`config.mk`:
```
export PLATFORM = sky130hd
export DESIGN_NAME = s3_writeback_flat
export DESIGN_NICKNAME = d
export VERILOG_FILES = /design/src/rtl/datapath_pkg.sv /design/src/rtl/s3_writeback_if.sv /design/src/rtl/fwd_mux.sv /design/src/rtl/s3_writeback.sv /design/src/flat_wrapper.sv
export SDC_FILE = /design/constraint.sdc
export NUM_CORES = 1
export LEC_CHECK = 0
export ABC_CLOCK_PERIOD_IN_PS = 3330
export CORE_UTILIZATION = 30
export DETAILED_ROUTE_END_ITERATION = 10
export SETUP_SLACK_MARGIN = 0.4
export SLEW_MARGIN = 15
export SYNTH_ARGS = -nofsm -noshare
export SYNTH_HDL_FRONTEND = slang
export SYNTH_HIERARCHICAL = 1
export SYNTH_SLANG_ARGS = --single-unit
```
`constraint.sdc`:
```
create_clock -name clk -period 3.33 [get_ports clk]
set_input_delay 0.999 -clock clk [delete_from_list [all_inputs] [get_ports clk]]
set_output_delay 0.999 -clock clk [all_outputs]
set_load 0.02 [all_outputs]
```
`src/rtl/datapath_pkg.sv`:
```
// Shared datapath widths and the S3 writeback slot seen by writeback and hazard logic.
package datapath_pkg;

  localparam int DATA_WIDTH = 32;
  localparam int ADDR_WIDTH = 5;
  localparam logic [ADDR_WIDTH-1:0] ZERO_REG = 5'd0;

  typedef logic [DATA_WIDTH-1:0] data_t;
  typedef logic [ADDR_WIDTH-1:0] sel_t;

  typedef struct packed {
    logic  valid;
    sel_t  sel;
    data_t data;
  } s3_slot_t;

  localparam s3_slot_t S3_BUBBLE = '{valid: 1'b0, sel: ZERO_REG, data: '0};

endpackage

```
`src/rtl/s3_writeback_if.sv`:
```
// S2 result, S1 read-port and register-file write-port signals of the writeback stage.
interface s3_writeback_if
  import datapath_pkg::*;
#(
  parameter int COUNT_WIDTH = 32
);

  logic                   S2_Valid;
  logic                   S2_WriteEnable;
  sel_t                   S2_WriteSelect;
  data_t                  S2_ALUOut;
  logic                   Stall;
  logic                   Flush;
  sel_t                   S1_ReadSelect1;
  sel_t                   S1_ReadSelect2;
  data_t                  RF_ReadData1;
  data_t                  RF_ReadData2;
  data_t                  S3_WriteData;
  sel_t                   S3_WriteSelect;
  logic                   S3_WriteEnable;
  data_t                  Fwd_ReadData1;
  data_t                  Fwd_ReadData2;
  logic [COUNT_WIDTH-1:0] Retired_Count;

  modport master (
    output S2_Valid, S2_WriteEnable, S2_WriteSelect, S2_ALUOut, Stall, Flush,
    output S1_ReadSelect1, S1_ReadSelect2, RF_ReadData1, RF_ReadData2,
    input  S3_WriteData, S3_WriteSelect, S3_WriteEnable,
    input  Fwd_ReadData1, Fwd_ReadData2, Retired_Count
  );

  modport slave (
    input  S2_Valid, S2_WriteEnable, S2_WriteSelect, S2_ALUOut, Stall, Flush,
    input  S1_ReadSelect1, S1_ReadSelect2, RF_ReadData1, RF_ReadData2,
    output S3_WriteData, S3_WriteSelect, S3_WriteEnable,
    output Fwd_ReadData1, Fwd_ReadData2, Retired_Count
  );

endinterface

```
`src/rtl/fwd_mux.sv`:
```
// One S1 read-port bypass: r0, then S2 (youngest), then S3, then register file.
module fwd_mux
  import datapath_pkg::*;
(
  input  sel_t     sel_i,
  input  logic     s2_vld_i,
  input  sel_t     s2_sel_i,
  input  data_t    s2_dat_i,
  input  s3_slot_t s3_i,
  input  data_t    rf_dat_i,
  output data_t    dat_o
);

  always_comb begin
    dat_o = rf_dat_i;
    if (sel_i == ZERO_REG) begin
      dat_o = '0;
    end else if (s2_vld_i && (s2_sel_i == sel_i)) begin
      dat_o = s2_dat_i;
    end else if (s3_i.valid && (s3_i.sel == sel_i)) begin
      dat_o = s3_i.data;
    end
  end

endmodule

```
`src/rtl/s3_writeback.sv`:
```
// S3 pipeline register driving the register-file write port, S1 operand bypass and
// a retired-write counter; S3 never holds, so a stall simply inserts a bubble.
module s3_writeback
  import datapath_pkg::*;
#(
  parameter int COUNT_WIDTH = 32
) (
  input  logic           clk,
  input  logic           rst,
  s3_writeback_if.slave  wb
);

  s3_slot_t               slot_q, slot_d;
  logic [COUNT_WIDTH-1:0] cnt_q, cnt_d;
  logic                   take;
  logic                   s2_fwd_vld;

  // A write to r0 is turned into a bubble so the write port never disturbs r0.
  assign take = wb.S2_Valid & wb.S2_WriteEnable & ~wb.Stall & ~wb.Flush &
                (wb.S2_WriteSelect != ZERO_REG);

  assign s2_fwd_vld = wb.S2_Valid & wb.S2_WriteEnable & ~wb.Flush;

  always_comb begin
    slot_d = S3_BUBBLE;
    if (take) begin
      slot_d = '{valid: 1'b1, sel: wb.S2_WriteSelect, data: wb.S2_ALUOut};
    end
  end

  // Counts on the edge that performs the write, i.e. while S3 currently holds it.
  always_comb begin
    cnt_d = cnt_q;
    if (slot_q.valid) begin
      cnt_d = cnt_q + COUNT_WIDTH'(1);
    end
  end

  always_ff @(posedge clk or posedge rst) begin
    if (rst) begin
      slot_q <= S3_BUBBLE;
      cnt_q  <= '0;
    end else begin
      slot_q <= slot_d;
      cnt_q  <= cnt_d;
    end
  end

  assign wb.S3_WriteData   = slot_q.data;
  assign wb.S3_WriteSelect = slot_q.sel;
  assign wb.S3_WriteEnable = slot_q.valid;
  assign wb.Retired_Count  = cnt_q;

  fwd_mux u_fwd1 (
    .sel_i    (wb.S1_ReadSelect1),
    .s2_vld_i (s2_fwd_vld),
    .s2_sel_i (wb.S2_WriteSelect),
    .s2_dat_i (wb.S2_ALUOut),
    .s3_i     (slot_q),
    .rf_dat_i (wb.RF_ReadData1),
    .dat_o    (wb.Fwd_ReadData1)
  );

  fwd_mux u_fwd2 (
    .sel_i    (wb.S1_ReadSelect2),
    .s2_vld_i (s2_fwd_vld),
    .s2_sel_i (wb.S2_WriteSelect),
    .s2_dat_i (wb.S2_ALUOut),
    .s3_i     (slot_q),
    .rf_dat_i (wb.RF_ReadData2),
    .dat_o    (wb.Fwd_ReadData2)
  );

endmodule

```
`src/flat_wrapper.sv`:
```
// flat-port wrapper written by rule: the top's interface ports become plain ports
module s3_writeback_flat import datapath_pkg::*;
#(
  parameter int COUNT_WIDTH = 32
)
  (clk, rst, wb_S2_Valid, wb_S2_WriteEnable, wb_S2_WriteSelect, wb_S2_ALUOut, wb_Stall, wb_Flush, wb_S1_ReadSelect1, wb_S1_ReadSelect2, wb_RF_ReadData1, wb_RF_ReadData2, wb_S3_WriteData, wb_S3_WriteSelect, wb_S3_WriteEnable, wb_Fwd_ReadData1, wb_Fwd_ReadData2, wb_Retired_Count);
  s3_writeback_if #(.COUNT_WIDTH(COUNT_WIDTH)) wb_i ();
  input  logic clk;
  input  logic rst;
  input wire logic [$bits(wb_i.S2_Valid)-1:0] wb_S2_Valid;
  input wire logic [$bits(wb_i.S2_WriteEnable)-1:0] wb_S2_WriteEnable;
  input wire logic [$bits(wb_i.S2_WriteSelect)-1:0] wb_S2_WriteSelect;
  input wire logic [$bits(wb_i.S2_ALUOut)-1:0] wb_S2_ALUOut;
  input wire logic [$bits(wb_i.Stall)-1:0] wb_Stall;
  input wire logic [$bits(wb_i.Flush)-1:0] wb_Flush;
  input wire logic [$bits(wb_i.S1_ReadSelect1)-1:0] wb_S1_ReadSelect1;
  input wire logic [$bits(wb_i.S1_ReadSelect2)-1:0] wb_S1_ReadSelect2;
  input wire logic [$bits(wb_i.RF_ReadData1)-1:0] wb_RF_ReadData1;
  input wire logic [$bits(wb_i.RF_ReadData2)-1:0] wb_RF_ReadData2;
  output wire logic [$bits(wb_i.S3_WriteData)-1:0] wb_S3_WriteData;
  output wire logic [$bits(wb_i.S3_WriteSelect)-1:0] wb_S3_WriteSelect;
  output wire logic [$bits(wb_i.S3_WriteEnable)-1:0] wb_S3_WriteEnable;
  output wire logic [$bits(wb_i.Fwd_ReadData1)-1:0] wb_Fwd_ReadData1;
  output wire logic [$bits(wb_i.Fwd_ReadData2)-1:0] wb_Fwd_ReadData2;
  output wire logic [$bits(wb_i.Retired_Count)-1:0] wb_Retired_Count;
  assign wb_i.S2_Valid = wb_S2_Valid;
  assign wb_i.S2_WriteEnable = wb_S2_WriteEnable;
  assign wb_i.S2_WriteSelect = wb_S2_WriteSelect;
  assign wb_i.S2_ALUOut = wb_S2_ALUOut;
  assign wb_i.Stall = wb_Stall;
  assign wb_i.Flush = wb_Flush;
  assign wb_i.S1_ReadSelect1 = wb_S1_ReadSelect1;
  assign wb_i.S1_ReadSelect2 = wb_S1_ReadSelect2;
  assign wb_i.RF_ReadData1 = wb_RF_ReadData1;
  assign wb_i.RF_ReadData2 = wb_RF_ReadData2;
  assign wb_S3_WriteData = wb_i.S3_WriteData;
  assign wb_S3_WriteSelect = wb_i.S3_WriteSelect;
  assign wb_S3_WriteEnable = wb_i.S3_WriteEnable;
  assign wb_Fwd_ReadData1 = wb_i.Fwd_ReadData1;
  assign wb_Fwd_ReadData2 = wb_i.Fwd_ReadData2;
  assign wb_Retired_Count = wb_i.Retired_Count;
  s3_writeback #(.COUNT_WIDTH(COUNT_WIDTH)) u_core (.clk(clk), .rst(rst), .wb(wb_i));
endmodule
```
==> flow_summary.toml, run 1 <==
[status]
outcome = "finished, violations left"
failed_checks = "negative setup slack"

[clock_tree]
cts_root_buffer = "clkbuf_16"
cts_sinks = 70
worstSkewPairLatency_ns = 0.34
cts_max_level = 3
cts_made_buffers = 9
clk_transition_reported_paths_ns = 0.06
cts_tree = "done"
ctsHoldBuffers = 0
cts.path.max_buffers = 2

[route]
wl_met3_um = 1730
dr.pass1.iters = 5
wire_per_inst_um = 23.3
routedLengthMet1_um = 10900
drc_errors = 0
top_layer_used = "met4"
num_vias = 6667
wl_met2_um = 13000
drtAntennaViolNets = 0
finalWirelength_um = 26600
vias_per_cell = 5.85
drtIter0Drc = 465

[setup_path]
cp_cell_sequence = "buf_8, xnor2_2, nand4_1, buf_6, or2_4, buf_12, a311oi_2, buf_4"
crit_slowest_cell = "or2_4"
r2r_cells = 5
crit_required_ns = 2.33
crit_fanout = 7
critPathTopFamily = "buffers and inverters"
regToRegSetupSlack_ns = 1.36
regToRegEndpoint = "u_core/wb.Retired_Count[29]"
crit_type = "input pin to primary output"
critPathLaunchType = "input pin"
endpoint_kind = "primary output"
slowest_delay_ns = 0.28
critPathBufInv = 4
cp_data_arrival_time_ns = 2.50
r2r_start = "u_core/wb.S3_WriteEnable"

[timing]
fin_worst_skew_ns = 0.00741
worst_slack_ns = -0.174
rsz0062_at_grt = "yes"
fmax_mhz = 285
worst_pin_slew_ns = 0.805
slew_violations = 0
slew_headroom_pct = 46.3
setup_viol = 64
hold_viol_final = 0
fin_crit_sh_pct = 105
finalSetupTns_ns = -5.22
min_period_ns = 3.50

[floorplan]
dieArea_um2 = 17700
start_util_pct = 30.8
fp.coreArea_um2 = 16700
die-height_um = 133
die_x_um = 133
row_count = 47
io_pins = 251

[global_routing]
antenna_found_initial = 0
grt_pass1_wl_um = 38100
grt_overflow = 0
first_global_vias = 6667
grt_max_degree = 43
grt.total_usage_pct = 27.9

[finish]
diodes = 0
fin_util_pct = 67.9
nFillCells = 1237
instances_no_fill = 1140
drive_gt1_share_pct = 44.8
nets = 1033
area_growth_pct = 120

[yosys]
yosysWarnings = 6
synth.distinct_cells = 30
ys_ff_latch = 70
synth_edf_count = 0
ys_seq_area_share_pct = 34.0
synth.avg_cell_area_um2 = 8.67
syn_nets = 712
syn_inst = 594
synthFlopType = "dfrtp_1"
async_flop_share_pct = 100
syn_area_um2 = 5150

[power_and_ir_drop]
p_int_mw = 1.95
seqPwrFrac_pct = 32.6
cellPowerDensity_nw_per_um2 = 250
p_sw_share_pct = 31.2
p_comb_share_pct = 36.5
clkPwrFrac_pct = 30.9
power_leakage_nw = 4.19
vdd_drop_max_uv = 218
power_mw = 2.83
netSwitchingPower_mw = 0.882

[worst_hold_path]
hold_depth = 1
hold_path_startpoint = "u_core/wb.Retired_Count[31]"
holdPathEnd = "u_core/wb.Retired_Count[31]"
min_path_type = "flop to flop"

[placement]
io_buffers = 250
dp.cells = 1062
gp_congestion = 0.882
dp_hpwl_um = 16400

[job]
drv_cap = 0
## cell usage after synthesis (14+ instances only)
cell type,n,share of area (%)
a211oi_1,36,5.2
a311oi_2,20,5.8
and2_1,37,4.5
buf_2,14,1.4
clkbuf_1,49,3.6
dfrtp_1,70,34
nand3_1,53,5.1
nand4_1,42,5.1
nor3_1,69,6.7
o21ai_0,62,6.0
o22a_1,36,6.1
xnor2_1,45,7.7
## final cells by class
cell class | instances | area, um^2 | area share, %
clock inverters | 4 | 25.0 | 0.221
well taps | 220 | 275 | 2.43
clock buffers | 12 | 236 | 2.09
repair buffers | 378 | 4570 | 40.3
flip-flops and latches | 70 | 1750 | 15.5
inverters | 1 | 5.00 | 0.0441
multi-input cells | 455 | 4480 | 39.5
## cell families (layout without fill, tap and decap cells)
logic type | Yosys count | after routing | share of synthesized area [%]
muxes | 1 | 1 | 0.219
xor gates and xnor gates | 51 | 51 | 8.96
adders and majority gates | 1 | 1 | 0.243
AOI/OAI and AO/OA | 165 | 165 | 24.9
buffers and inverters | 69 | 395 | 5.81
and+or+nand+nor | 237 | 237 | 25.8
DFF | 70 | 70 | 34.0
## sequential cells by signal, indices dropped and copies added (netlist names)
register / flops
u_core/wb.Retired_Count: 32
u_core/wb.S3_WriteSelect: 5
u_core/wb.S3_WriteEnable: 1
u_core/wb.S3_WriteData: 32
## power by group through the flow
stage / Combinational [mW] / Sequential [mW] / Clock [mW]
4_1_cts: 0.964 / 0.922 / 0.882
3_5_place_dp: 0.817 / 0.935 / 0
6_report: 1.03 / 0.923 / 0.875
2_1_floorplan: 0.348 / 0.960 / 0
3_3_place_gp: 0.809 / 0.933 / 0
5_1_grt: 1.07 / 0.929 / 0.929
## per-stage QoR
stage	hold slack, ns	area, um^2	worst slack [ns]
floorplan	0.582	6050	0.0786
global placement	0.463	9200	-1.17
detailed placement	0.469	9200	-1.24
CTS	0.477	10800	-0.128
global route	0.485	11300	-0.186
finish	0.469	11300	-0.174
## repair_timing
action | CTS | global route
setup buffers | 37 | 4
pin swaps | 82 | 46
gates resized for setup | 673 | 69
setup endpoints to repair | 64 | 97
cloned | 12 | 9
## cells in the final DEF (no fill, tap or decap), types with 3 or more instances in the layout
cell / netlist / layout
clkinv_2: 0 / 3
xnor2_4: 0 / 7
nand3_2: 0 / 24
and2_1: 37 / 5
xnor2_1: 45 / 27
buf_4: 0 / 45
buf_16: 0 / 13
xor2_1: 4 / 4
nand2_1: 12 / 7
and2_4: 0 / 32
nor3_2: 0 / 20
a211oi_4: 0 / 36
clkbuf_1: 49 / 3
nand2_4: 0 / 3
buf_12: 0 / 38
nand3_1: 53 / 29
and4_1: 5 / 3
and3_1: 6 / 6
buf_8: 0 / 11
a311oi_2: 20 / 8
o21ai_1: 2 / 55
nor3_1: 69 / 48
buf_6: 3 / 94
dfrtp_1: 70 / 69
o21ai_2: 0 / 7
clkdlybuf4s50_1: 0 / 168
nand4_1: 42 / 42
o22a_1: 36 / 35
nor2_4: 0 / 3
clkbuf_16: 0 / 17
a311oi_4: 0 / 20
nor2_1: 6 / 3
xnor2_2: 2 / 13
## worst max path at each step
| stage | start | endpoint | slack (ns) | cells past startpoint |
|---|---|---|---|---|
| after floorplan | wb_S2_WriteSelect[1] | wb_Fwd_ReadData1[10] | 0.08 | 6 |
| after global placement | wb_S2_WriteSelect[1] | wb_Fwd_ReadData1[10] | -1.17 | 7 |
| after detailed placement | wb_S2_WriteSelect[1] | wb_Fwd_ReadData1[10] | -1.24 | 7 |
| after CTS | wb_S1_ReadSelect1[1] | wb_Fwd_ReadData1[23] | -0.13 | 8 |
| after global routing | wb_S1_ReadSelect2[0] | wb_Fwd_ReadData2[29] | -0.19 | 8 |
| final | wb_S1_ReadSelect1[1] | wb_Fwd_ReadData1[29] | -0.17 | 8 |
## per-layer routing
metal	vias up	track usage, %
met5	-	0
met4	0	11.9
met3	74	2.91
met2	379	47.0
met1	3309	36.3
li1	2905	-
Power figures use the tool's default switching activity.
==> inputs of run 2 (changes only) <==
SETUP_SLACK_MARGIN = not set   (was 0.4)
==> flow_summary.toml, run 2 (same netlist as run 1, synthesis figures left out) <==
[status]
outcome = "finished, violations left"
failed_checks = "negative setup slack"

[global_routing]
first_global_vias = 6438
grt_pass1_wl_um = 37800
grt_overflow = 0
grt_max_degree = 41
grt.total_usage_pct = 27.9
antenna_found_initial = 1

[clock_tree]
worstSkewPairLatency_ns = 0.34
cts_max_level = 3
cts_made_buffers = 9
cts_tree = "done"
clk_transition_reported_paths_ns = 0.06
ctsHoldBuffers = 0
cts_root_buffer = "clkbuf_16"
cts.path.max_buffers = 2
cts_sinks = 70

[route]
drc_errors = 0
drtAntennaViolNets = 0
num_vias = 6476
wire_per_inst_um = 22.8
drtIter0Drc = 476
vias_per_cell = 5.80
dr.pass1.iters = 5
finalWirelength_um = 25500

[placement]
io_buffers = 250
gp_congestion = 0.931
place_area_um2 = 8560
dp_hpwl_um = 16300

[finish]
area_growth_pct = 91.8
drive_gt1_share_pct = 36.5
nets = 1008
final_common_cell = "clkdlybuf4s50_1"
layout_common_cells = "clkdlybuf4s50_1, buf_4, dfrtp_1, nor3_1, nand3_1"
nFillCells = 1441
final_area_um2 = 9880

[floorplan]
start_util_pct = 30.8
io_pins = 251
dieArea_um2 = 17700
die-height_um = 133
die_x_um = 133
fp.coreArea_um2 = 16700
row_count = 47

[timing]
slew_violations = 0
setup_viol = 64
hold_viol_final = 0
min_period_ns = 3.50
fin_crit_sh_pct = 105
fmax_mhz = 286
fin_worst_skew_ns = 0.00461
worst_slack_ns = -0.170
finalSetupTns_ns = -6.00
slew_headroom_pct = 47.7
worst_pin_slew_ns = 0.779
rsz0062_at_grt = "yes"

[worst_hold_path]
hold_path_startpoint = "u_core/wb.Retired_Count[31]"
min_path_type = "flop to flop"

[power_and_ir_drop]
p_int_mw = 1.84
clkPwrFrac_pct = 34.2
seqPwrFrac_pct = 34.0
cellPowerDensity_nw_per_um2 = 274
vdd_drop_max_uv = 232
netSwitchingPower_mw = 0.866
p_sw_share_pct = 32.0
power_leakage_nw = 3.74
p_comb_share_pct = 31.9

[setup_path]
critPathBufInv = 4
critPathTopFamily = "buffers and inverters"
r2r_start = "u_core/wb.S3_WriteEnable"
crit_start = "wb_S2_WriteSelect[0]"
endpoint_kind = "primary output"
critPathLaunchType = "input pin"
cp_cell_sequence = "buf_8, xnor2_2, nand4_1, buf_6, or2_4, buf_12, a311oi_2, buf_4"
crit_slowest_cell = "or2_4"
regToRegSetupSlack_ns = 1.08
r2r_cells = 5
regToRegEndpoint = "u_core/wb.Retired_Count[31]"
crit_type = "input pin to primary output"
crit_fanout = 7
slowest_delay_ns = 0.29
crit_cells = 8
crit_end = "wb_Fwd_ReadData1[15]"
cp_data_arrival_time_ns = 2.50
crit_required_ns = 2.33

[job]
drv_cap = 0
-- run 2: repair_timing --
action / 4_1_cts / 5_1_grt
cloned: 17 / 3
setup buffers: 20 / 8
resized for setup: 503 / 71
setup endpoints to repair: 64 / 64
pin swaps: 67 / 31
-- run 2: metal layers --
metal	track usage, %	vias to the layer above	part of all wire [%]
li1	-	2877	-
met1	35.0	3167	40
met2	46.3	350	49
met3	4.83	82	7.0
met4	13.8	0	4.2
met5	0	-	0
-- run 2: final cells by class --
| cell class | count | area, um^2 | area share (%) |
|---|---|---|---|
| repair buffers | 353 | 3840 | 38.9 |
| multi-input cells | 455 | 3720 | 37.7 |
| flip-flops and latches | 70 | 1750 | 17.7 |
| well taps | 220 | 275 | 2.79 |
| clock buffers | 9 | 225 | 2.28 |
| clock inverters | 7 | 52.6 | 0.532 |
| inverters | 1 | 5.00 | 0.0507 |
| diodes | 1 | 2.50 | 0.0253 |
-- run 2: how the worst min path moves through the flow --
stage / to / cells past startpoint
final: u_core/wb.Retired_Count[31] / 1
after global routing: u_core/wb.Retired_Count[31] / 1
after CTS: u_core/wb.Retired_Count[31] / 1
after detailed placement: u_core/wb.Retired_Count[31] / 1
after global placement: u_core/wb.Retired_Count[31] / 1
after floorplan: u_core/wb.Retired_Count[31] / 1
-- run 2: power by group through the flow --
stage | clock, mW | combinational, mW | sequential [mW]
floorplan | 0 | 0.277 | 0.960
global placement | 0 | 0.745 | 0.933
detailed placement | 0 | 0.753 | 0.934
CTS | 0.943 | 0.828 | 0.920
global route | 0.981 | 0.904 | 0.925
finish | 0.925 | 0.863 | 0.921
-- run 2: through the flow --
step,worst slack (ns),cells,power [mW],utilization [%],hold slack (ns)
after floorplan,0.0107,594,1.24,-,0.582
after global placement,-1.06,1054,1.68,51.2,0.463
after detailed placement,-1.08,1054,1.69,51.2,0.477
after CTS,-0.163,1106,2.69,57.3,0.492
after global routing,-0.222,1116,2.81,59.2,0.504
final,-0.170,1116,2.71,59.2,0.495
-- run 2: worst reg2reg max path, cell delays in order, from the launching register on --
cell,delay (ns)
dfrtp_2,0.45
buf_4,0.37
nand4_1,0.33
nor3_1,0.61
nand4_1,0.21
xnor2_1,0.18
==> inputs of run 3 (changes only) <==
ABC_CLOCK_PERIOD_IN_PS = 3660   (was 3330)
SKIP_LAST_GASP = 1   (was not set)
clock period = 3.66 ns   (was 3.33 ns; I/O delays follow)
==> flow_summary.toml, run 3 (same netlist as run 1, synthesis figures left out) <==
[clock_tree]
worstSkewPairLatency_ns = 0.33
clk_transition_reported_paths_ns = 0.06
cts.path.max_buffers = 2
ctsHoldBuffers = 0
cts_max_level = 3
cts_tree = "done"
cts_root_buffer = "clkbuf_16"
cts_made_buffers = 9
cts_sinks = 70

[global_routing]
antenna_found_initial = 1
grt_overflow = 0
first_global_vias = 6212
grt_max_degree = 48
grt_pass1_wl_um = 35800
grt.total_usage_pct = 26.3

[setup_path]
endpoint_kind = "primary output"
crit_type = "input pin to primary output"
critPathLaunchType = "input pin"
cp_data_arrival_time_ns = 2.64
crit_fanout = 21
crit_required_ns = 2.56

[floorplan]
fp.coreArea_um2 = 16700
die_x_um = 133
start_util_pct = 30.8
dieArea_um2 = 17700
io_pins = 251
row_count = 47
die-height_um = 133

[timing]
worst_slack_ns = -0.0772
hold_viol_final = 0
fin_crit_sh_pct = 102
rsz0062_at_grt = "yes"
slew_violations = 0
slew_headroom_pct = 24.2
fmax_mhz = 268
worst_pin_slew_ns = 1.14
finalSetupTns_ns = -0.151
setup_viol = 5
whs_ns = 0.503
min_period_ns = 3.74
fin_worst_skew_ns = 0.00550

[route]
dr.pass1.iters = 5
drtAntennaViolNets = 0
num_vias = 6417
wire_per_inst_um = 21.6
drtIter0Drc = 496
drc_errors = 0
vias_per_cell = 5.78
finalWirelength_um = 24000

[power_and_ir_drop]
power_leakage_nw = 3.62
power_mw = 2.51
cellPowerDensity_nw_per_um2 = 260
vdd_drop_max_uv = 204

[finish]
area_growth_pct = 87.9
nFillCells = 1493
layout_common_cells = "clkdlybuf4s50_1, buf_4, dfrtp_1, nand3_1, nor3_1"
final_common_cell = "clkdlybuf4s50_1"
drive_gt1_share_pct = 33.7
final_area_um2 = 9680
nets = 1003

[placement]
gp_congestion = 0.926
io_buffers = 250
place_ws_ns = -1.05
place_area_um2 = 8370
dp_hpwl_um = 16500

[status]
failed_checks = "negative setup slack"
outcome = "finished, violations left"

[job]
drv_cap = 0

[worst_hold_path]
min_path_type = "flop to flop"
==> run 3: layout make-up <==
type | instances | area (um^2) | share of cell area, %
clock inverter | 4 | 53.8 | 0.556
clock buffer | 12 | 267 | 2.75
antenna | 1 | 2.50 | 0.0259
sequential | 70 | 1750 | 18.1
multi-input combinational | 455 | 3660 | 37.8
tap | 220 | 275 | 2.84
timing repair buffer | 348 | 3660 | 37.8
inverter | 1 | 5.00 | 0.0517
==> run 3: path summary, 6_finish.rpt <==
check / slack, ns / cells past startpoint / endpoint / start
max: -0.08 / 9 / wb_Fwd_ReadData1[6] / wb_S1_ReadSelect1[3]
min: 0.50 / 1 / u_core/wb.Retired_Count[26] / u_core/wb.Retired_Count[26]
max reg2reg: 1.29 / 5 / u_core/wb.Retired_Count[31] / u_core/wb.S3_WriteEnable
min reg2reg: 0.50 / 1 / u_core/wb.Retired_Count[26] / u_core/wb.Retired_Count[26]
max in group asynchronous: 1.77 / 3 / u_core/wb.S3_WriteEnable / rst
min in group asynchronous: 1.24 / 2 / u_core/wb.S3_WriteData[9] / rst
==> run 3: per-layer routing <==
metal	share of wire [%]	track usage [%]	wire length, um	vias to the layer above
met4	3.8	11.9	902	0
met5	0	0	0	-
met3	6.7	3.83	1610	57
met1	41	34.3	9890	3170
met2	48	43.0	11600	325
li1	-	-	-	2865
==> run 3: stage by stage <==
stage	utilization, %	instances
after floorplan	-	594
after global routing	57.9	1111
after global placement	50.1	1065
after CTS	55.5	1102
after detailed placement	50.1	1065
final	57.9	1111
==> run 3: worst max-delay path: stages <==
cell	delay (ns)
buf_8	0.10
buf_6	0.12
xnor2_4	0.25
buf_12	0.15
nand2_1	0.09
buf_12	0.20
o21ai_1	0.28
a311oi_4	0.17
buf_6	0.16
==> run 3: where the power goes <==
group	leakage (nW)	internal, mW	switching, mW
clock	0.151	0.585	0.345
combinational	2.51	0.385	0.359
sequential	0.967	0.800	0.0406
total	3.62	1.77	0.744
==> run 3: timing repair <==
| item | 4_1_cts | 5_1_grt |
|---|---|---|
| gates cloned | 9 | 3 |
| setup endpoints to repair | 64 | 64 |
| buffers inserted | 13 | 6 |
| pin swaps | 47 | 35 |
| gates resized for setup | 518 | 92 |
